--- src/rtl/i2cmb_request_scheduler.sv ---
// i2cmb_request_scheduler
// Round-robin front end that turns single-byte client requests into
// Wishbone register sequences for the I2CMB master core, waits on the
// core interrupt after each command and reports status/read data.
module i2cmb_request_scheduler #(
  parameter int NUM_REQ        = 4,
  parameter int TIMEOUT_CYCLES = 100000
) (
  input  logic                 clk_i,
  input  logic                 rst_i,
  input  logic [NUM_REQ-1:0]   req_i,
  input  logic [4*NUM_REQ-1:0] req_bus_i,
  input  logic [7*NUM_REQ-1:0] req_addr_i,
  input  logic [NUM_REQ-1:0]   req_rd_i,
  input  logic [8*NUM_REQ-1:0] req_wdata_i,
  output logic [NUM_REQ-1:0]   gnt_o,
  output logic                 done_o,
  output logic [1:0]           status_o,
  output logic [7:0]           rdata_o,
  output logic [1:0]           adr_o,
  output logic [7:0]           dat_o,
  input  logic [7:0]           dat_i,
  output logic                 we_o,
  output logic                 cyc_o,
  output logic                 stb_o,
  input  logic                 ack_i,
  input  logic                 irq_i
);

  localparam int PW = (NUM_REQ > 1) ? $clog2(NUM_REQ) : 1;
  localparam int CW = $clog2(TIMEOUT_CYCLES + 1);

  localparam logic [1:0] ADR_CSR  = 2'd0;
  localparam logic [1:0] ADR_DPR  = 2'd1;
  localparam logic [1:0] ADR_CMDR = 2'd2;

  typedef enum logic [2:0] {
    ST_ENABLE,
    ST_IDLE,
    ST_RUN,
    ST_WAIT_IRQ,
    ST_CHECK,
    ST_DONE
  } state_t;

  // Steps of one transaction; DPR steps are plain register accesses,
  // CMD steps are CMDR writes that must be followed by an interrupt wait.
  typedef enum logic [3:0] {
    STEP_DPR_BUS,
    STEP_CMD_SETBUS,
    STEP_CMD_START,
    STEP_DPR_ADDR,
    STEP_CMD_ADDR,
    STEP_DPR_WDATA,
    STEP_CMD_WRITE,
    STEP_CMD_READ,
    STEP_DPR_RDATA,
    STEP_CMD_STOP
  } step_t;

  state_t         state;
  step_t          step;
  logic [PW-1:0]  rr_ptr;
  logic [3:0]     cur_bus;
  logic [6:0]     cur_addr;
  logic           cur_rd;
  logic [7:0]     cur_wdata;
  logic [1:0]     txn_status;
  logic [7:0]     txn_rdata;
  logic           timed_out;
  logic [CW-1:0]  wait_cnt;

  logic               pick_valid;
  int                 pick_idx;
  logic [NUM_REQ-1:0] pick_onehot;
  logic [1:0]         acc_adr;
  logic               acc_we;
  logic [7:0]         acc_dat;
  logic               step_is_cmd;

  // Round-robin pick: first requester at or after rr_ptr, wrapping around
  always_comb begin
    pick_valid  = 1'b0;
    pick_idx    = 0;
    pick_onehot = '0;
    for (int i = NUM_REQ - 1; i >= 0; i--) begin
      if (req_i[(int'(rr_ptr) + i) % NUM_REQ]) begin
        pick_valid = 1'b1;
        pick_idx   = (int'(rr_ptr) + i) % NUM_REQ;
      end
    end
    pick_onehot[pick_idx] = 1'b1;
  end

  // Register access the current state/step wants to perform next
  always_comb begin
    acc_adr     = ADR_CMDR;
    acc_we      = 1'b0;
    acc_dat     = 8'h00;
    step_is_cmd = 1'b0;
    case (state)
      ST_ENABLE: begin
        acc_adr = ADR_CSR;
        acc_we  = 1'b1;
        acc_dat = 8'hC0;
      end
      ST_RUN: begin
        case (step)
          STEP_DPR_BUS:    begin acc_adr = ADR_DPR;  acc_we = 1'b1; acc_dat = {4'h0, cur_bus}; end
          STEP_CMD_SETBUS: begin acc_we = 1'b1; acc_dat = 8'h06; step_is_cmd = 1'b1; end
          STEP_CMD_START:  begin acc_we = 1'b1; acc_dat = 8'h04; step_is_cmd = 1'b1; end
          STEP_DPR_ADDR:   begin acc_adr = ADR_DPR;  acc_we = 1'b1; acc_dat = {cur_addr, cur_rd}; end
          STEP_CMD_ADDR:   begin acc_we = 1'b1; acc_dat = 8'h01; step_is_cmd = 1'b1; end
          STEP_DPR_WDATA:  begin acc_adr = ADR_DPR;  acc_we = 1'b1; acc_dat = cur_wdata; end
          STEP_CMD_WRITE:  begin acc_we = 1'b1; acc_dat = 8'h01; step_is_cmd = 1'b1; end
          STEP_CMD_READ:   begin acc_we = 1'b1; acc_dat = 8'h03; step_is_cmd = 1'b1; end
          STEP_DPR_RDATA:  begin acc_adr = ADR_DPR;  acc_we = 1'b0; end
          STEP_CMD_STOP:   begin acc_we = 1'b1; acc_dat = 8'h05; step_is_cmd = 1'b1; end
          default:         begin acc_we = 1'b0; end
        endcase
      end
      default: begin
        acc_adr = ADR_CMDR;
      end
    endcase
  end

  // Main sequencer: arbitration, Wishbone accesses, irq wait and status check
  always_ff @(posedge clk_i or posedge rst_i) begin
    if (rst_i) begin
      state      <= ST_ENABLE;
      step       <= STEP_DPR_BUS;
      rr_ptr     <= '0;
      cur_bus    <= '0;
      cur_addr   <= '0;
      cur_rd     <= 1'b0;
      cur_wdata  <= '0;
      txn_status <= 2'b00;
      txn_rdata  <= 8'h00;
      timed_out  <= 1'b0;
      wait_cnt   <= '0;
      gnt_o      <= '0;
      done_o     <= 1'b0;
      status_o   <= 2'b00;
      rdata_o    <= 8'h00;
      adr_o      <= 2'd0;
      dat_o      <= 8'h00;
      we_o       <= 1'b0;
      cyc_o      <= 1'b0;
      stb_o      <= 1'b0;
    end else begin
      done_o <= 1'b0;
      case (state)
        ST_IDLE: begin
          if (pick_valid) begin
            gnt_o      <= pick_onehot;
            rr_ptr     <= PW'((pick_idx + 1) % NUM_REQ);
            cur_bus    <= req_bus_i[pick_idx*4 +: 4];
            cur_addr   <= req_addr_i[pick_idx*7 +: 7];
            cur_rd     <= req_rd_i[pick_idx];
            cur_wdata  <= req_wdata_i[pick_idx*8 +: 8];
            txn_status <= 2'b00;
            txn_rdata  <= 8'h00;
            timed_out  <= 1'b0;
            step       <= STEP_DPR_BUS;
            state      <= ST_RUN;
          end
        end
        ST_ENABLE, ST_RUN, ST_CHECK: begin
          if (!cyc_o) begin
            cyc_o <= 1'b1;
            stb_o <= 1'b1;
            we_o  <= acc_we;
            adr_o <= acc_adr;
            dat_o <= acc_dat;
          end else if (ack_i) begin
            cyc_o <= 1'b0;
            stb_o <= 1'b0;
            we_o  <= 1'b0;
            if (state == ST_ENABLE) begin
              state <= ST_IDLE;
            end else if (state == ST_RUN) begin
              if (step_is_cmd) begin
                wait_cnt <= '0;
                state    <= ST_WAIT_IRQ;
              end else if (step == STEP_DPR_RDATA) begin
                txn_rdata <= dat_i;
                step      <= STEP_CMD_STOP;
              end else begin
                step <= step_t'(step + 4'd1);
              end
            end else begin
              state <= ST_RUN;
              if (dat_i[5]) begin
                txn_status <= 2'b10;
                state      <= ST_DONE;
              end else if (step == STEP_CMD_STOP) begin
                if (dat_i[4] || !dat_i[7]) txn_status <= 2'b11;
                state <= ST_DONE;
              end else if (dat_i[4]) begin
                txn_status <= 2'b11;
                step       <= STEP_CMD_STOP;
              end else if (dat_i[6]) begin
                txn_status <= 2'b01;
                step       <= STEP_CMD_STOP;
              end else if (dat_i[7]) begin
                case (step)
                  STEP_CMD_SETBUS: step <= STEP_CMD_START;
                  STEP_CMD_START:  step <= STEP_DPR_ADDR;
                  STEP_CMD_ADDR:   step <= cur_rd ? STEP_CMD_READ : STEP_DPR_WDATA;
                  STEP_CMD_READ:   step <= STEP_DPR_RDATA;
                  default:         step <= STEP_CMD_STOP;
                endcase
              end else begin
                txn_status <= 2'b11;
                step       <= STEP_CMD_STOP;
              end
            end
          end
        end
        ST_WAIT_IRQ: begin
          if (irq_i) begin
            state <= ST_CHECK;
          end else if (wait_cnt == CW'(TIMEOUT_CYCLES - 1)) begin
            txn_status <= 2'b11;
            timed_out  <= 1'b1;
            state      <= ST_DONE;
          end else begin
            wait_cnt <= wait_cnt + 1'b1;
          end
        end
        ST_DONE: begin
          done_o   <= 1'b1;
          gnt_o    <= '0;
          status_o <= txn_status;
          rdata_o  <= txn_rdata;
          state    <= timed_out ? ST_ENABLE : ST_IDLE;
        end
        default: state <= ST_ENABLE;
      endcase
    end
  end

endmodule

--- config.mk ---
export PLATFORM = sky130hd
export DESIGN_NAME = i2cmb_request_scheduler
export DESIGN_NICKNAME = d
export VERILOG_FILES = /design/src/rtl/i2cmb_request_scheduler.sv
export SDC_FILE = /design/constraint.sdc
export NUM_CORES = 1
export LEC_CHECK = 0
export ABC_AREA = 1
export BUFFER_PORTS_ARGS = -buffer_cell sky130_fd_sc_hd__buf_2
export CAP_MARGIN = 25
export CORE_MARGIN = 2
export CORE_UTILIZATION = 32
export DETAILED_ROUTE_END_ITERATION = 10
export GPL_ROUTABILITY_DRIVEN = 0
export PLACE_DENSITY_LB_ADDON = 0.2
export SKIP_LAST_GASP = 1
export SLEW_MARGIN = 30
export SYNTH_ARGS = -nofsm -noshare
export SYNTH_HDL_FRONTEND = slang
export SYNTH_SLANG_ARGS = --single-unit
--- constraint.sdc ---
create_clock -name clk_i -period 8.6 [get_ports clk_i]
set_input_delay 1.72 -clock clk_i [delete_from_list [all_inputs] [get_ports clk_i]]
set_output_delay 1.72 -clock clk_i [all_outputs]
set_load 0.05 [all_outputs]
==> flow_metrics.py, run 1 <==
metrics = {
    "drt": {
        "detailroute.via_count": 6241,
        "totalWireLength_um": 17620,
        "count_of_antenna_violating_nets_left_after_detailed_routing": 0,
        "avgViaCountPerCell": 5.005,
        "drtPass1Iterations": 5,
        "drt_iter0_drc": 391,
        "route.detailed.drc": 0,
        "wire_per_inst_um": 14.13,
    },
    "grt": {
        "first_pass_grt_wire_length_um": 29390,
        "remaining_global_route_overflow": 0,
        "global_route.usage.met1_pct": 24.65,
        "grt_use_met3_pct": 3.274,
        "grtUsageMet2_pct": 29.41,
        "gr-usage-all-layers_pct": 18.06,
        "grt_most_used_layer": "met2",
        "largest_net_degree_at_the_start_of_global_routing": 82,
        "grt_antenna_before_repair": 0,
        "first_global_vias": 5993,
    },
    "placed_design": {
        "place.detailed.hpwl_um": 13300,
        "portBuffers": 123,
    },
    "floorplanning": {
        "die_width_um": 141.8,
        "die-area_sq_um": 20110,
        "initial_standard_cell_utilization_of_the_core_pct": 32.59,
        "die-height_um": 141.8,
        "ioPinCount": 124,
        "placement_rows": 50,
        "core_sq_um": 18640,
    },
    "clocking": {
        "clk-insertion-delay-late_ns": 0.35,
        "postCtsSetupBuffers": 0,
        "cts.reportedPaths.clkPinSlew_ns": 0.06,
        "cts.root.buffer_cell": "clkbuf_16",
        "post_cts_hold_buffer_count": 0,
        "numCtsBuffers": 9,
        "tritoncts": "yes",
        "clock_tree.htree_level_count": 3,
        "cts_num_sinks": 85,
        "post_cts_resized": 0,
        "max-clock-path-buffers": 2,
    },
    "finish": {
        "finalCoreUtilization_pct": 38.32,
        "antenna_cells_inserted": 0,
        "syn2layout_area_growth_pct": 17.57,
        "fin_nets": 1116,
        "nFillCells": 2049,
        "final_layout_size_suffix_gt1_share_pct": 17.77,
    },
    "logic_synthesis": {
        "async_sr_flop_fraction_pct": 100.0,
        "synthDistinctLibCells": 49,
        "synth_edf_count": 0,
        "syn-instance-count": 904,
        "average_size_of_a_mapped_cell_sq_um": 6.721,
        "ys.warnings.count": 0,
        "share_of_synthesized_area_occupied_by_flip_flops_and_latches_pct": 35.01,
        "mappedNetlistNets": 1012,
        "post_synth_instance_area_sq_um": 6076,
        "yosys_register_bits": 85,
        "dominantRegCellSynth": "dfrtp_1",
    },
    "setup_path": {
        "worst_setup_path_start_kind": "input pin",
        "setup.worst_path.class": "in -> reg",
        "worstSetupEndpointType": "flop",
        "data_arrival_at_the_endpoint_of_the_critical_path_ns": 5.71,
        "timing.critical_path.fanout_max": 62,
        "worst-r2r-setup-slack_ns": 3.98,
        "cp.required_ns": 8.84,
    },
    "sta": {
        "worst-slew-pin-transition_ns": 0.7428,
        "final_number_of_hold_violating_endpoints": 0,
        "total_setup_violations_reported_at_the_end_of_the_flow": 0,
        "max_freq_mhz": 182.8,
        "max_slew_margin_pct": 50.48,
        "final_period_minus_worst_setup_slack_ns": 5.469,
        "fin_worst_skew_ns": 0.006896,
        "slew_violations": 0,
        "grt_setup_unrepaired": "false",
        "final.period_utilization_pct": 63.60,
        "setup_total_negative_slack_ns": 0,
    },
    "outcome": {
        "status": "completed",
    },
    "min_path": {
        "timing.hold.worst.class": "reg -> reg",
    },
    "run": {
        "max_cap_viol_count": 0,
    },
}
## final timing paths
path	startpoint	to	cells after the start
max	req_i[3]	cur_addr[1]$_DFFE_PP0P_	19
min	dat_o[4]$_DFFE_PP0P_	dat_o[4]$_DFFE_PP0P_	2
max reg2reg	rr_ptr[0]$_DFFE_PP0P_	cur_addr[1]$_DFFE_PP0P_	19
min reg2reg	dat_o[4]$_DFFE_PP0P_	dat_o[4]$_DFFE_PP0P_	2
max in group asynchronous	rst_i	cur_wdata[5]$_DFFE_PP0P_	3
min in group asynchronous	rst_i	rdata_o[0]$_DFFE_PP0P_	2
## worst max-delay path, cell delays in order
cell and delay [ns]:
buf_2 0.07, inv_1 0.05, o21ai_1 0.16, nand2_1 0.12
nand3_1 0.12, nand3_1 0.52, nand2_2 0.22, buf_4 0.50
inv_1 0.14, ha_1 0.76, inv_1 0.54, nand3_1 0.28
nand3_1 0.09, nand2_1 0.07, nand2_1 0.06, nand2_1 0.09
nand2_1 0.05, nand2_1 0.06, nand2_1 0.04
## synth_stat cells (all sizes together) (5+ instances only)
master / count / area [sq um]
nand2: 268 / 1028
a21oi: 26 / 133.9
a31oi: 5 / 31.28
o21ai: 67 / 339.1
nor3: 16 / 96.35
ha: 12 / 150.1
nor3b: 5 / 37.54
inv: 109 / 409.1
nand3: 191 / 978.4
nand4: 8 / 50.05
buf: 24 / 150.1
nor4: 5 / 46.29
nor2: 38 / 193.9
dfrtp: 85 / 2127
clkbuf: 12 / 45.04
## flip-flops by register name (all words and copies together) (netlist names), 3 cells and up
| register | cells |
|---|---|
| wait_cnt | 17 |
| cur_wdata | 8 |
| dat_o | 8 |
| rdata_o | 8 |
| txn_rdata | 8 |
| cur_addr | 7 |
| cur_bus | 4 |
| gnt_o | 4 |
| step | 4 |
| state | 3 |
## area by class of cell
class | instances | area, sq um | share of cell area [%]
multi-input cells | 672 | 3338 | 46.73
flip-flops and latches | 85 | 2127 | 29.78
repair buffers | 129 | 664.4 | 9.301
inverters | 111 | 419.2 | 5.868
well taps | 234 | 292.8 | 4.099
clock buffers | 11 | 242.7 | 3.398
clock inverters | 5 | 58.81 | 0.8233
## kinds of logic (layout without fill, tap and decap cells)
group	count (synthesis)	in the layout	share of synthesized area (%)
AND/OR/NAND/NOR	533	533	40.24
adder cells (fa/ha/maj)	12	12	2.471
XOR/XNOR	7	7	1.009
buffers and inverters	147	256	10.09
flip-flops	85	85	35.01
AO/OA/AOI/OAI	120	120	11.18
## cell usage in the layout (no fill, tap or decap), types with 4 or more instances in the layout
master / synthesis / routed
nand2_1: 259 / 259
nand3_1: 188 / 188
buf_2: 9 / 123
inv_1: 103 / 102
dfrtp_1: 85 / 85
o21ai_0: 58 / 58
nor2_1: 29 / 28
a21oi_1: 25 / 25
nor3_1: 14 / 14
ha_1: 12 / 12
nand2_2: 9 / 9
clkbuf_16: 0 / 9
o21ai_1: 8 / 8
nand4_1: 8 / 8
inv_2: 6 / 6
nor2_2: 5 / 6
nor3b_1: 5 / 5
a31oi_1: 5 / 5
buf_4: 9 / 5
nor4_1: 4 / 4
o31ai_1: 4 / 4
o22ai_1: 4 / 4
xor2_1: 4 / 4
## per-stage QoR
stage                     setup slack [ns]  cell area [sq um]  hold slack [ns]  cells
after detailed placement             2.793               6842           0.4615   1231
after floorplan                      4.435               6076           0.4478    904
after CTS                            3.167               7143           0.4770   1247
after global routing                 2.586               7143           0.4967   1247
after global placement               2.865               6838           0.4549   1231
final                                3.131               7143           0.4712   1247
## layer usage
layer | vias up | wire (um)
met5 | - | 0
met4 | 0 | 312
met3 | 28 | 838
met1 | 2810 | 8637
met2 | 201 | 7830
li1 | 3202 | -
Power of run 1 is left out: the tool's default activity adds up to more than one toggle a clock period on the data nets, which glitch-free logic cannot reach.
==> inputs of run 2 (changes only) <==
- clock period: 8.6 -> 5.2 ns (I/O delays scaled with it)
==> run 2 against run 1 <==
- sequential cell count is the same
- non-clock buffer count grew 4
- critical path type unchanged
- via count grew 1.1%
- sequential share of layout area is 0.22 points lower
- clock-buffer cell count grew 1
- worst hold slack lost 0.0041 ns
==> flow_metrics.py, run 2 (synthesis gave the netlist of run 1 again) <==
metrics = {
    "outcome": {
        "status": "completed",
    },
    "placed_design": {
        "place.detailed.hpwl_um": 13640,
        "portBuffers": 123,
    },
    "finish": {
        "fin_nets": 1120,
        "mostFrequentLayoutCells": "259 x nand2_1, 188 x nand3_1, 123 x buf_2",
        "nFillCells": 2005,
        "reg_with_most_ffs": "wait_cnt",
        "antenna_cells_inserted": 0,
        "mostFrequentLayoutCell": "nand2_1",
        "largest_reg_flops": 17,
        "final_layout_size_suffix_gt1_share_pct": 18.09,
        "syn2layout_area_growth_pct": 18.43,
    },
    "drt": {
        "drtPass1Iterations": 5,
        "route.detailed.drc": 0,
        "detail_route.wirelength.met1_um": 8557,
        "met3_length_um": 909,
        "count_of_antenna_violating_nets_left_after_detailed_routing": 0,
        "totalWireLength_um": 17710,
        "highest_layer": "met4",
        "wire_per_inst_um": 14.16,
        "met2WireLength_um": 8030,
        "avgViaCountPerCell": 5.042,
        "detailroute.via_count": 6307,
        "drt_iter0_drc": 500,
    },
    "min_path": {
        "timing.hold.worst.class": "reg -> reg",
        "worst_hold_startpoint": "rdata_o[7]$_DFFE_PP0P_",
    },
    "floorplanning": {
        "die_width_um": 141.8,
        "placement_rows": 50,
        "core_sq_um": 18640,
        "initial_standard_cell_utilization_of_the_core_pct": 32.59,
        "die-height_um": 141.8,
        "die-area_sq_um": 20110,
        "ioPinCount": 124,
    },
    "grt": {
        "first_pass_grt_wire_length_um": 29540,
        "gr-usage-all-layers_pct": 18.21,
        "largest_net_degree_at_the_start_of_global_routing": 62,
        "grt_antenna_before_repair": 0,
        "remaining_global_route_overflow": 0,
        "first_global_vias": 5905,
    },
    "setup_path": {
        "setup.worst_path.class": "in -> reg",
        "worstSetupEndpointType": "flop",
        "crit_start": "req_i[1]",
        "worst_setup_path_start_kind": "input pin",
        "data_arrival_at_the_endpoint_of_the_critical_path_ns": 3.91,
        "cp.required_ns": 5.48,
        "r2r_start": "rr_ptr[0]$_DFFE_PP0P_",
        "timing.critical_path.fanout_max": 24,
    },
    "sta": {
        "max_slew_margin_pct": 51.19,
        "setup_total_negative_slack_ns": 0,
        "fin_worst_skew_ns": 0.006606,
        "total_setup_violations_reported_at_the_end_of_the_flow": 0,
        "max_freq_mhz": 275.5,
        "final_period_minus_worst_setup_slack_ns": 3.629,
        "final.period_utilization_pct": 69.79,
        "final_number_of_hold_violating_endpoints": 0,
        "grt_setup_unrepaired": "false",
        "slew_violations": 0,
        "worst-slew-pin-transition_ns": 0.7314,
    },
    "run": {
        "max_cap_viol_count": 0,
    },
    "clocking": {
        "numCtsBuffers": 9,
        "clk-insertion-delay-late_ns": 0.34,
        "post_cts_resized": 0,
        "cts.reportedPaths.clkPinSlew_ns": 0.06,
        "tritoncts": "yes",
        "cts.root.buffer_cell": "clkbuf_16",
        "clock_tree.htree_level_count": 3,
        "postCtsSetupBuffers": 0,
        "cts_num_sinks": 85,
        "post_cts_hold_buffer_count": 0,
        "max-clock-path-buffers": 2,
    },
}
-- run 2: cell types whose count changed in the layout (fill, tap and decap cells not counted), sizes merged --
| cell | previous run | this run |
|---|---|---|
| buf | 129 | 133 |
| bufinv | 1 | 2 |
| clkbuf | 11 | 12 |
| clkinvlp | 2 | 0 |
-- run 2: worst max-delay path: stages --
cell,delay (ns)
buf_2,0.09
inv_1,0.07
nand2_1,0.07
nand3_1,0.11
nand2_1,0.08
a21oi_1,0.17
o211ai_1,0.10
nand2_1,0.27
inv_1,0.07
buf_4,0.20
ha_1,0.32
inv_1,0.54
nand3_1,0.22
nand3_1,0.13
nand3_1,0.10
a21oi_1,0.17
nand2_1,0.08
nand2_1,0.06
-- run 2: final timing paths --
path,slack (ns),end,cells after the start
worst max-delay path,1.57,cur_addr[0]$_DFFE_PP0P_,18
worst min-delay path,0.47,rdata_o[7]$_DFFE_PP0P_,2
worst max register to register,1.74,cur_addr[0]$_DFFE_PP0P_,17
worst min register to register,0.47,rdata_o[7]$_DFFE_PP0P_,2
max in group asynchronous,3.52,cur_wdata[2]$_DFFE_PP0P_,3
min in group asynchronous,0.79,rdata_o[1]$_DFFE_PP0P_,2
-- run 2: layer usage --
metal  GRT usage (%)  vias to the layer above
met5               0                        -
met1           25.20                     2891
li1                -                     3212
met4           4.789                        0
met2           29.18                      188
met3           3.611                       16
-- run 2: layout make-up --
type	count	area, sq um	area share (%)
multi-input cells	672	3338	46.39
flip-flops and latches	85	2127	29.56
well taps	234	292.8	4.069
repair buffers	133	690.7	9.598
inverters	111	420.4	5.842
clock inverters	4	70.07	0.9737
clock buffers	12	256.5	3.565
-- run 2: metrics by stage --
step	cell area [sq um]	setup WS (ns)	util, %	std cells	hold WS, ns
2_1_floorplan	6076	1.715	-	904	0.4478
3_3_place_gp	6868	1.254	36.84	1235	0.4518
3_5_place_dp	6868	1.233	36.84	1235	0.4550
4_1_cts	7194	1.595	38.59	1251	0.4704
5_1_grt	7196	1.249	38.60	1251	0.5000
6_report	7196	1.571	38.60	1251	0.4671
Power of run 2 is left out for the same reason.
==> inputs of run 3 (changes only) <==
- clock period: 5.2 -> 3.14 ns (I/O delays scaled with it)
==> run 3 against run 2 <==
- global-route usage rose by 0.41 points
- worst hold slack worse by 0.12 ns
- via count is essentially flat
- first-iteration DRC count shrank 10%
- sequential cell count unchanged
- cell area rose by 1.1%
- final cell count rose by 0.48%
- clock skew about the same
- wire length grew 1.5%
- register-to-register slack got worse by 1.4 ns
- utilization is 0.44 points higher
- sequential share of layout area decreased by 0.34 points
==> flow_metrics.py, run 3 (synthesis gave the netlist of run 1 again) <==
metrics = {
    "finish": {
        "largest_reg_flops": 17,
        "antenna_cells_inserted": 0,
        "mostFrequentLayoutCells": "259 x nand2_1, 188 x nand3_1, 123 x buf_2",
        "final_layout_size_suffix_gt1_share_pct": 18.57,
        "syn2layout_area_growth_pct": 19.79,
        "reg_with_most_ffs": "wait_cnt",
        "post_layout_nonfiller_instances": 1257,
        "fin_nets": 1127,
        "mostFrequentLayoutCell": "nand2_1",
    },
    "sta": {
        "final_number_of_hold_violating_endpoints": 0,
        "grt_setup_unrepaired": "false",
        "max_freq_mhz": 356.0,
        "final.period_utilization_pct": 89.46,
        "slew_violations": 0,
        "total_setup_violations_reported_at_the_end_of_the_flow": 0,
        "final_period_minus_worst_setup_slack_ns": 2.809,
        "worst-slew-pin-transition_ns": 0.6940,
        "fin_worst_skew_ns": 0.006352,
        "setup_total_negative_slack_ns": 0,
        "holdWs_ns": 0.3458,
        "max_slew_margin_pct": 53.56,
    },
    "floorplanning": {
        "placement_rows": 50,
        "initial_standard_cell_utilization_of_the_core_pct": 32.59,
        "die-area_sq_um": 20110,
        "core_sq_um": 18640,
        "die_width_um": 141.8,
        "die-height_um": 141.8,
        "ioPinCount": 124,
    },
    "setup_path": {
        "worst_setup_path_start_kind": "flop",
        "data_arrival_at_the_endpoint_of_the_critical_path_ns": 3.10,
        "cp.required_ns": 3.43,
        "setup.worst_path.class": "reg -> reg",
        "worstSetupEndpointType": "flop",
        "timing.critical_path.fanout_max": 22,
    },
    "grt": {
        "first_global_vias": 6138,
        "gr-usage-all-layers_pct": 18.62,
        "grt_antenna_before_repair": 0,
        "largest_net_degree_at_the_start_of_global_routing": 59,
        "remaining_global_route_overflow": 0,
        "first_pass_grt_wire_length_um": 30030,
    },
    "placed_design": {
        "portBuffers": 123,
        "place.detailed.instances": 1242,
        "place.detailed.hpwl_um": 13960,
    },
    "drt": {
        "drtPass1Iterations": 5,
        "route.detailed.drc": 0,
        "avgViaCountPerCell": 5.013,
        "wire_per_inst_um": 14.29,
        "totalWireLength_um": 17970,
        "count_of_antenna_violating_nets_left_after_detailed_routing": 0,
        "detailroute.via_count": 6301,
        "drt_iter0_drc": 450,
    },
    "clocking": {
        "cts_num_sinks": 85,
        "post_cts_hold_buffer_count": 0,
        "clock_tree.htree_level_count": 3,
        "cts.root.buffer_cell": "clkbuf_16",
        "clk-insertion-delay-late_ns": 0.35,
        "cts.reportedPaths.clkPinSlew_ns": 0.06,
        "tritoncts": "yes",
        "numCtsBuffers": 9,
        "max-clock-path-buffers": 2,
    },
    "outcome": {
        "status": "completed",
    },
    "min_path": {
        "timing.hold.worst.class": "in -> async",
    },
    "run": {
        "max_cap_viol_count": 0,
    },
}
## run 3: final cells by class
class	count	area, sq um
inverter	111	419.2
clock inverter	5	100.1
fill	2028	11360
timing repair buffer	140	772.0
sequential	85	2127
clock buffer	10	229.0
multi-input combinational	672	3338
tap	234	292.8
## run 3: stage by stage
stage	util, %	setup WS, ns	instance area (sq um)
global route	39.04	0.008750	7278
finish	39.04	0.3309	7278
detailed placement	37.26	0.2813	6945
floorplan	-	0.06689	6076
CTS	39.02	0.3287	7274
global placement	37.26	0.3406	6945
## run 3: path summary, 6_finish.rpt
kind | start | cells past startpoint | end | slack (ns)
max | rr_ptr[0]$_DFFE_PP0P_ | 17 | cur_addr[1]$_DFFE_PP0P_ | 0.33
min | rst_i | 2 | rdata_o[2]$_DFFE_PP0P_ | 0.35
max reg2reg | rr_ptr[0]$_DFFE_PP0P_ | 17 | cur_addr[1]$_DFFE_PP0P_ | 0.33
min reg2reg | stb_o$_DFFE_PP0P_ | 2 | stb_o$_DFFE_PP0P_ | 0.47
max in group asynchronous | rst_i | 3 | step[1]$_DFFE_PP0P_ | 2.10
min in group clk_i | stb_o$_DFFE_PP0P_ | 2 | stb_o$_DFFE_PP0P_ | 0.47
## run 3: what timing repair did
action,4_1_cts,5_1_grt
gates resized for setup,0,1
endpoints found under the setup margin,0,1
setup buffers,0,0
## run 3: worst max-delay path, stage by stage, from the launching register on
cell	delay [ns]
dfrtp_1	0.54
inv_1	0.15
nand2_1	0.12
nand3_1	0.10
nand2_1	0.10
nand3_1	0.09
nand2_1	0.07
nand2_1	0.07
nand2_2	0.14
inv_1	0.08
ha_1	0.30
buf_4	0.26
nand3_1	0.13
nand3_1	0.13
nand3_1	0.11
a21oi_1	0.23
nand2_1	0.08
nand2_1	0.05
## run 3: per-layer routing
layer | vias up | part of all wire [%] | track usage, % | wire length, um
li1 | 3226 | - | - | -
met1 | 2870 | 46 | 24.06 | 8302
met2 | 179 | 46 | 30.91 | 8262
met3 | 26 | 5.1 | 3.881 | 912
met4 | 0 | 2.7 | 6.632 | 492
met5 | - | 0 | 0 | 0
Power of run 3 is left out for the same reason.
